File: src/rtl/fetch_unit_if.sv
// Fetch-stage bus bundle: imem req/gnt/rvalid channel, execute redirect, and decode valid/ready.
// master = fetch_unit side, slave = memory/execute/decode environment side.
interface fetch_unit_if;
  logic        imem_req;
  logic [31:0] imem_addr;
  logic        imem_gnt;
  logic        imem_rvalid;
  logic [31:0] imem_rdata;
  logic        redirect_valid;
  logic [31:0] redirect_pc;
  logic        dec_ready;
  logic        instr_valid_o;
  logic [31:0] instr_o;
  logic [31:0] pc_o;
  logic        fetch_misalign_o;

  modport master (
    output imem_req, imem_addr, instr_valid_o, instr_o, pc_o, fetch_misalign_o,
    input  imem_gnt, imem_rvalid, imem_rdata, redirect_valid, redirect_pc, dec_ready
  );

  modport slave (
    input  imem_req, imem_addr, instr_valid_o, instr_o, pc_o, fetch_misalign_o,
    output imem_gnt, imem_rvalid, imem_rdata, redirect_valid, redirect_pc, dec_ready
  );
endinterface

File: src/rtl/fetch_unit.sv
// Instruction fetch: gnt N -> rvalid N+1 -> instr_valid_o N+2; requests stop once buffer+in-flight fill FIFO_DEPTH.
// `FETCH_MISALIGN_TRAP_EN: misaligned redirect sets a sticky flag and halts fetch until rst.
module fetch_unit #(
  parameter logic [31:0] RESET_PC   = 32'h8000_0000,
  parameter int unsigned FIFO_DEPTH = 2,
  parameter logic [31:0] NOP_INSTR  = 32'h0000_0013
) (
  input logic          clk,
  input logic          rst,
  fetch_unit_if.master bus
);

  localparam int unsigned CW = $clog2(FIFO_DEPTH + 1);
  localparam int unsigned OW = CW + 1;
  localparam int unsigned PW = (FIFO_DEPTH > 1) ? $clog2(FIFO_DEPTH) : 1;

  typedef enum logic [1:0] {
    S_BOOT = 2'd0,
    S_RUN  = 2'd1,
    S_HALT = 2'd2
  } state_t;

  state_t        r_state;
  state_t        w_state_nxt;

  logic [31:0]   r_fetch_pc;
  logic [31:0]   r_deliver_pc;
  logic [31:0]   r_pc_last;
  logic [CW-1:0] r_outst;
  logic [CW-1:0] r_drop_cnt;
  logic [CW-1:0] r_count;
  logic [PW-1:0] r_rd_ptr;
  logic [PW-1:0] r_wr_ptr;
  logic [31:0]   r_instr_mem [FIFO_DEPTH];
  logic [31:0]   r_pc_mem    [FIFO_DEPTH];

  logic          w_redirect;
  logic          w_misalign_redir;
  logic [31:0]   w_target;
  logic          w_req;
  logic          w_valid;
  logic [OW-1:0] w_occ;
  logic          w_grant;
  logic          w_rsp;
  logic          w_drop;
  logic          w_push;
  logic          w_pop;

  function automatic logic [PW-1:0] ptr_inc(input logic [PW-1:0] p);
    if (p == PW'(FIFO_DEPTH - 1)) begin
      return '0;
    end
    return p + PW'(1);
  endfunction

  assign w_redirect = (r_state == S_RUN) && bus.redirect_valid;
  assign w_target   = {bus.redirect_pc[31:2], 2'b00};

`ifdef FETCH_MISALIGN_TRAP_EN
  logic r_misalign;

  assign w_misalign_redir = w_redirect && (bus.redirect_pc[1:0] != 2'b00);

  always_ff @(posedge clk) begin
    if (rst) begin
      r_misalign <= 1'b0;
    end else if (w_misalign_redir) begin
      r_misalign <= 1'b1;
    end
  end

  assign bus.fetch_misalign_o = r_misalign;
`else
  logic w_unused_lsb;

  assign w_misalign_redir     = 1'b0;
  assign w_unused_lsb         = ^bus.redirect_pc[1:0];
  assign bus.fetch_misalign_o = 1'b0;
`endif

  always_ff @(posedge clk) begin
    if (rst) begin
      r_state <= S_BOOT;
    end else begin
      r_state <= w_state_nxt;
    end
  end

  always_comb begin
    w_state_nxt = r_state;
    case (r_state)
      S_BOOT:  w_state_nxt = S_RUN;
      S_RUN:   if (w_misalign_redir) w_state_nxt = S_HALT;
      default: w_state_nxt = r_state;
    endcase
  end

  // A pop this cycle frees its slot before any new response can land, which keeps streaming bubble-free.
  always_comb begin
    w_valid = (r_state == S_RUN) && (r_count != '0);
    w_occ   = {1'b0, r_outst} + {1'b0, r_count} - OW'(w_valid && bus.dec_ready);
    w_req   = (r_state == S_RUN) && !bus.redirect_valid && (w_occ < OW'(FIFO_DEPTH));
  end

  assign w_grant = w_req && bus.imem_gnt;
  assign w_rsp   = bus.imem_rvalid && (r_outst != '0);
  assign w_drop  = w_rsp && (r_drop_cnt != '0);
  assign w_push  = w_rsp && !w_drop && !w_redirect;
  assign w_pop   = w_valid && bus.dec_ready && !w_redirect;

  always_ff @(posedge clk) begin
    if (rst) begin
      r_fetch_pc   <= RESET_PC;
      r_deliver_pc <= RESET_PC;
      r_pc_last    <= RESET_PC;
      r_outst      <= '0;
      r_drop_cnt   <= '0;
      r_count      <= '0;
      r_rd_ptr     <= '0;
      r_wr_ptr     <= '0;
    end else begin
      if (w_redirect) begin
        r_fetch_pc   <= w_target;
        r_deliver_pc <= w_target;
        r_drop_cnt   <= r_outst - CW'(w_rsp);
        r_count      <= '0;
        r_rd_ptr     <= '0;
        r_wr_ptr     <= '0;
      end else begin
        if (w_grant) begin
          r_fetch_pc <= r_fetch_pc + 32'd4;
        end
        if (w_drop) begin
          r_drop_cnt <= r_drop_cnt - CW'(1);
        end
        if (w_push) begin
          r_wr_ptr     <= ptr_inc(r_wr_ptr);
          r_deliver_pc <= r_deliver_pc + 32'd4;
        end
        if (w_pop) begin
          r_rd_ptr <= ptr_inc(r_rd_ptr);
        end
        r_count <= r_count + CW'(w_push) - CW'(w_pop);
      end
      r_outst <= r_outst + CW'(w_grant) - CW'(w_rsp);
      if (w_valid) begin
        r_pc_last <= r_pc_mem[r_rd_ptr];
      end
    end
  end

  always_ff @(posedge clk) begin
    if (w_push) begin
      r_instr_mem[r_wr_ptr] <= bus.imem_rdata;
      r_pc_mem[r_wr_ptr]    <= r_deliver_pc;
    end
  end

  assign bus.imem_req      = w_req;
  assign bus.imem_addr     = r_fetch_pc;
  assign bus.instr_valid_o = w_valid;
  assign bus.instr_o       = w_valid ? r_instr_mem[r_rd_ptr] : NOP_INSTR;
  assign bus.pc_o          = w_valid ? r_pc_mem[r_rd_ptr] : r_pc_last;

endmodule

File: src/flat_wrapper.sv
// flat-port wrapper written by rule: the top's interface ports become plain ports
module fetch_unit_flat 
#(
  parameter logic [31:0] RESET_PC   = 32'h8000_0000,
  parameter int unsigned FIFO_DEPTH = 2,
  parameter logic [31:0] NOP_INSTR  = 32'h0000_0013
)
  (clk, rst, bus_imem_req, bus_imem_addr, bus_instr_valid_o, bus_instr_o, bus_pc_o, bus_fetch_misalign_o, bus_imem_gnt, bus_imem_rvalid, bus_imem_rdata, bus_redirect_valid, bus_redirect_pc, bus_dec_ready);
  fetch_unit_if bus_i ();
  input logic clk;
  input logic rst;
  output wire logic [$bits(bus_i.imem_req)-1:0] bus_imem_req;
  output wire logic [$bits(bus_i.imem_addr)-1:0] bus_imem_addr;
  output wire logic [$bits(bus_i.instr_valid_o)-1:0] bus_instr_valid_o;
  output wire logic [$bits(bus_i.instr_o)-1:0] bus_instr_o;
  output wire logic [$bits(bus_i.pc_o)-1:0] bus_pc_o;
  output wire logic [$bits(bus_i.fetch_misalign_o)-1:0] bus_fetch_misalign_o;
  input wire logic [$bits(bus_i.imem_gnt)-1:0] bus_imem_gnt;
  input wire logic [$bits(bus_i.imem_rvalid)-1:0] bus_imem_rvalid;
  input wire logic [$bits(bus_i.imem_rdata)-1:0] bus_imem_rdata;
  input wire logic [$bits(bus_i.redirect_valid)-1:0] bus_redirect_valid;
  input wire logic [$bits(bus_i.redirect_pc)-1:0] bus_redirect_pc;
  input wire logic [$bits(bus_i.dec_ready)-1:0] bus_dec_ready;
  assign bus_imem_req = bus_i.imem_req;
  assign bus_imem_addr = bus_i.imem_addr;
  assign bus_instr_valid_o = bus_i.instr_valid_o;
  assign bus_instr_o = bus_i.instr_o;
  assign bus_pc_o = bus_i.pc_o;
  assign bus_fetch_misalign_o = bus_i.fetch_misalign_o;
  assign bus_i.imem_gnt = bus_imem_gnt;
  assign bus_i.imem_rvalid = bus_imem_rvalid;
  assign bus_i.imem_rdata = bus_imem_rdata;
  assign bus_i.redirect_valid = bus_redirect_valid;
  assign bus_i.redirect_pc = bus_redirect_pc;
  assign bus_i.dec_ready = bus_dec_ready;
  fetch_unit #(.RESET_PC(RESET_PC), .FIFO_DEPTH(FIFO_DEPTH), .NOP_INSTR(NOP_INSTR)) u_core (.clk(clk), .rst(rst), .bus(bus_i));
endmodule
File: config.mk
export PLATFORM = sky130hd
export DESIGN_NAME = fetch_unit_flat
export DESIGN_NICKNAME = d
export VERILOG_FILES = /design/src/rtl/fetch_unit_if.sv /design/src/rtl/fetch_unit.sv /design/src/flat_wrapper.sv
export SDC_FILE = /design/constraint.sdc
export NUM_CORES = 1
export LEC_CHECK = 0
export ABC_AREA = 1
export BUFFER_PORTS_ARGS = -buffer_cell sky130_fd_sc_hd__buf_2
export CORE_ASPECT_RATIO = 0.9
export CORE_UTILIZATION = 30
export CTS_CLUSTER_DIAMETER = 200
export DETAILED_ROUTE_END_ITERATION = 16
export MAX_ROUTING_LAYER = met4
export PLACE_DENSITY_LB_ADDON = 0.05
export SLEW_MARGIN = 0
export SYNTH_ARGS = -nofsm -noshare
export SYNTH_HDL_FRONTEND = slang
export SYNTH_SLANG_ARGS = --single-unit
File: constraint.sdc
create_clock -name clk -period 8.5 [get_ports clk]
set_clock_uncertainty 0.05 [all_clocks]
set_input_delay 0.85 -clock clk [delete_from_list [all_inputs] [get_ports clk]]
set_output_delay 0.85 -clock clk [all_outputs]
set_load 0.05 [all_outputs]
==> impl_metrics.toml <==
[status]
status = "completed"

[grt]
antenna_found_initial = 0
grtUsageTotal_pct = 17.1
overflow = 0
grt_pass1_vias = 8246
grt_max_degree = 82
grt_pass1_wl_mm = 47.5

[critical_path]
required_ns = 7.60
critPathLaunchType = "flop"
cp_max_fo = 33
reg2reg_from = "u_core.r_count[1]$_SDFF_PP0_"
crit_arrival_ns = 3.21
r2r_slack_ns = 4.93
r2r-end = "u_core.r_outst[1]$_SDFF_PP0_"
worstSetupPathType = "flop to primary output"
cp-end-kind = "primary output"
r2r_cells = 11

[synthesis]
synth_edf_count = 124
yosysSeqAreaShare_pct = 53.8
synth.distinct_cells = 37
synth.ff_latch_count = 226
yosysWarnings = 0
syn_inst = 1280
syn_area_per_cell_sq_um = 8.37
async_reset_ff_share_pct = 0
syn_area_sq_um = 10700
synthFlopType = "edfxtp_1"

[timing]
period_share_pct = 48.3
rsz0062_at_grt = "false"
tightest_slew_ns = 0.984
slew_violations = 0
tns_ns = 0
worst_slack_ns = 4.39
slew_headroom_pct = 34.3
hold_violations = 0
clock.fmax_ghz = 0.244
post-route-min-period_ns = 4.11
finalSetupViolations = 0

[place]
port_buffers = 163
place_ws_ns = 4.34
post-dp-hpwl_mm = 20.5
routabilityCongestion = 0.841

[detailed_routing]
ant_nets = 0
viasPerCell = 4.55
wl_mm = 30.5
first_iter_violations = 496
drc = 0
wl_per_cell_um = 15.9
vias = 8734
drt_pass1_iterations = 4

[floorplanning]
rows = 65
die_y_um = 181
start_util_pct = 30.5
dieArea_sq_um = 36500
ioPinCount = 169
coreArea_sq_um = 35100
die_x_um = 201

[pwr]
powerDensity_nw_per_um2 = 250
intPower_uw = 2160
ir_drop_mv = 0.149
swShare_pct = 32.7
p_sw_uw = 1050
pwr-share-seq_pct = 44.1
p_comb_share_pct = 19.9
power.leakage_uw = 0.00551
p_clk_share_pct = 36.0

[worst_hold_path]
hold_start = "u_core.r_pc_last[0]$_SDFF_PP0_"
holdPathEnd = "u_core.r_pc_last[0]$_SDFF_PP0_"
whs_path_depth = 2
hold_path_class = "flop to flop"

[finish]
drive_gt1_share_pct = 18.7
finalNetCount = 1509
antenna_cells = 0
layout_common_cells = "nand2_1, buf_2, inv_1"
layout_commonest_cell = "nand2_1"
synthToLayoutAreaGrowth_pct = 19.8

[clock_network]
ctsHoldBuffers = 0
cts_buffer_depth = 3
clkLatencyLatePin_ns = 0.56
cts_tree = "done"
cts.sinks = 226
path_clk_slew_ns = 0.06
post_cts_resized = 0
cts-root-buf = "clkbuf_16"
postCtsSetupBuffers = 0
htreeDepth = 1
numCtsBuffers = 27

[job]
drv_cap = 0
metrics by stage:
step | std cells | total power [uW] | area [sq um] | util (%) | hold slack, ns
floorplan | 1282 | 1880 | 10700 | - | 0.375
CTS | 1918 | 3270 | 12800 | 36.5 | 0.399
detailed placement | 1869 | 2090 | 12000 | 34.1 | 0.389
global route | 1918 | 3380 | 12800 | 36.5 | 0.409
global placement | 1869 | 2080 | 12000 | 34.1 | 0.386
finish | 1918 | 3210 | 12800 | 36.5 | 0.393
registers in the layout, summed over array words and instances, names as in the netlist, named ones only:
register and flops:
u_core.r_count 2, u_core.r_pc_mem 60, u_core.r_state 1, u_core.r_pc_last 32
u_core.r_rd_ptr 1, u_core.r_drop_cnt 2, u_core.r_wr_ptr 1, u_core.r_deliver_pc 30
u_core.r_outst 2, u_core.bus.imem_addr 30, u_core.r_instr_mem 64
how the worst max path moves through the flow:
stage | start | to | slack [ns] | cells past startpoint
6_report | u_core.r_count[1]$_SDFF_PP0_ | bus_imem_req | 4.39 | 9
3_5_place_dp | bus_redirect_valid | u_core.r_pc_mem[1][24]$_DFFE_PP_ | 4.34 | 9
3_3_place_gp | bus_redirect_valid | u_core.r_pc_mem[1][24]$_DFFE_PP_ | 4.38 | 9
5_1_grt | u_core.r_count[1]$_SDFF_PP0_ | bus_imem_req | 4.18 | 9
4_1_cts | u_core.r_count[1]$_SDFF_PP0_ | bus_imem_req | 4.31 | 9
2_1_floorplan | bus_redirect_valid | u_core.r_instr_mem[1][0]$_DFFE_PP_ | 3.92 | 5
routing by layer:
layer / routed length (um) / GRT usage [%] / up-vias / share of wire, %
met4: 510 / 3.52 / 0 / 1.7
met3: 1100 / 2.36 / 33 / 3.6
li1: - / - / 4487 / -
met2: 13400 / 25.6 / 153 / 44
met1: 15500 / 24.6 / 4061 / 51
met5: 0 / - / - / 0
kinds of logic (layout without fill, tap and decap cells):
logic type      after synthesis  after routing  share of synthesized area, %
simple gates                586            586                          22.5
flops                       226            226                          53.8
compound gates              211            211                          10.9
buf+inv                     205            372                          7.52
mux                          29             29                          3.05
xor+xnor                     12             12                         0.981
fa+ha+maj                    10             10                          1.24
other cells                   1              3                        0.0350
cell type report:
type                    count  area (sq um)
clock buffers              36           719
clock inverters            13           155
fillers                  3771         22300
inverters                 152           571
multi-input cells         851          4160
flip-flops and latches    226          5770
well taps                 469           587
repair buffers            171           876
power by group through the flow:
stage,Combinational [uW],Clock [uW],Sequential (uW)
after floorplan,417,0,1470
after global placement,646,0,1440
after detailed placement,649,0,1440
after CTS,651,1200,1420
after global routing,709,1240,1440
final,639,1160,1420
worst max-delay path, stage by stage (launching register included):
cell and delay (ns):
dfxtp_1 0.34, o21ai_2 0.14, buf_4 0.37, nor2_1 0.12, ha_1 0.28, or2_2 0.30, fa_1 0.50, nand3_1 0.10
nor2_1 0.19, buf_2 0.30
Yosys cell counts, drive strengths merged, types with 4 or more instances:
master / count / area [sq um]
nand2: 357 / 1360
xor2: 10 / 87.6
ha: 9 / 113
nand4: 4 / 25.0
inv: 151 / 567
dfxtp: 102 / 2040
buf: 23 / 120
nand3b: 15 / 113
a31oi: 8 / 50.1
mux2: 29 / 327
or2: 11 / 68.8
o211ai: 36 / 270
a21oi: 92 / 460
edfxtp: 124 / 3720
nor2: 151 / 594
nand3: 41 / 205
o21ai: 70 / 354
clkbuf: 30 / 115
nor3: 6 / 30.0
Note: power is estimated with default switching activity, not from simulation.
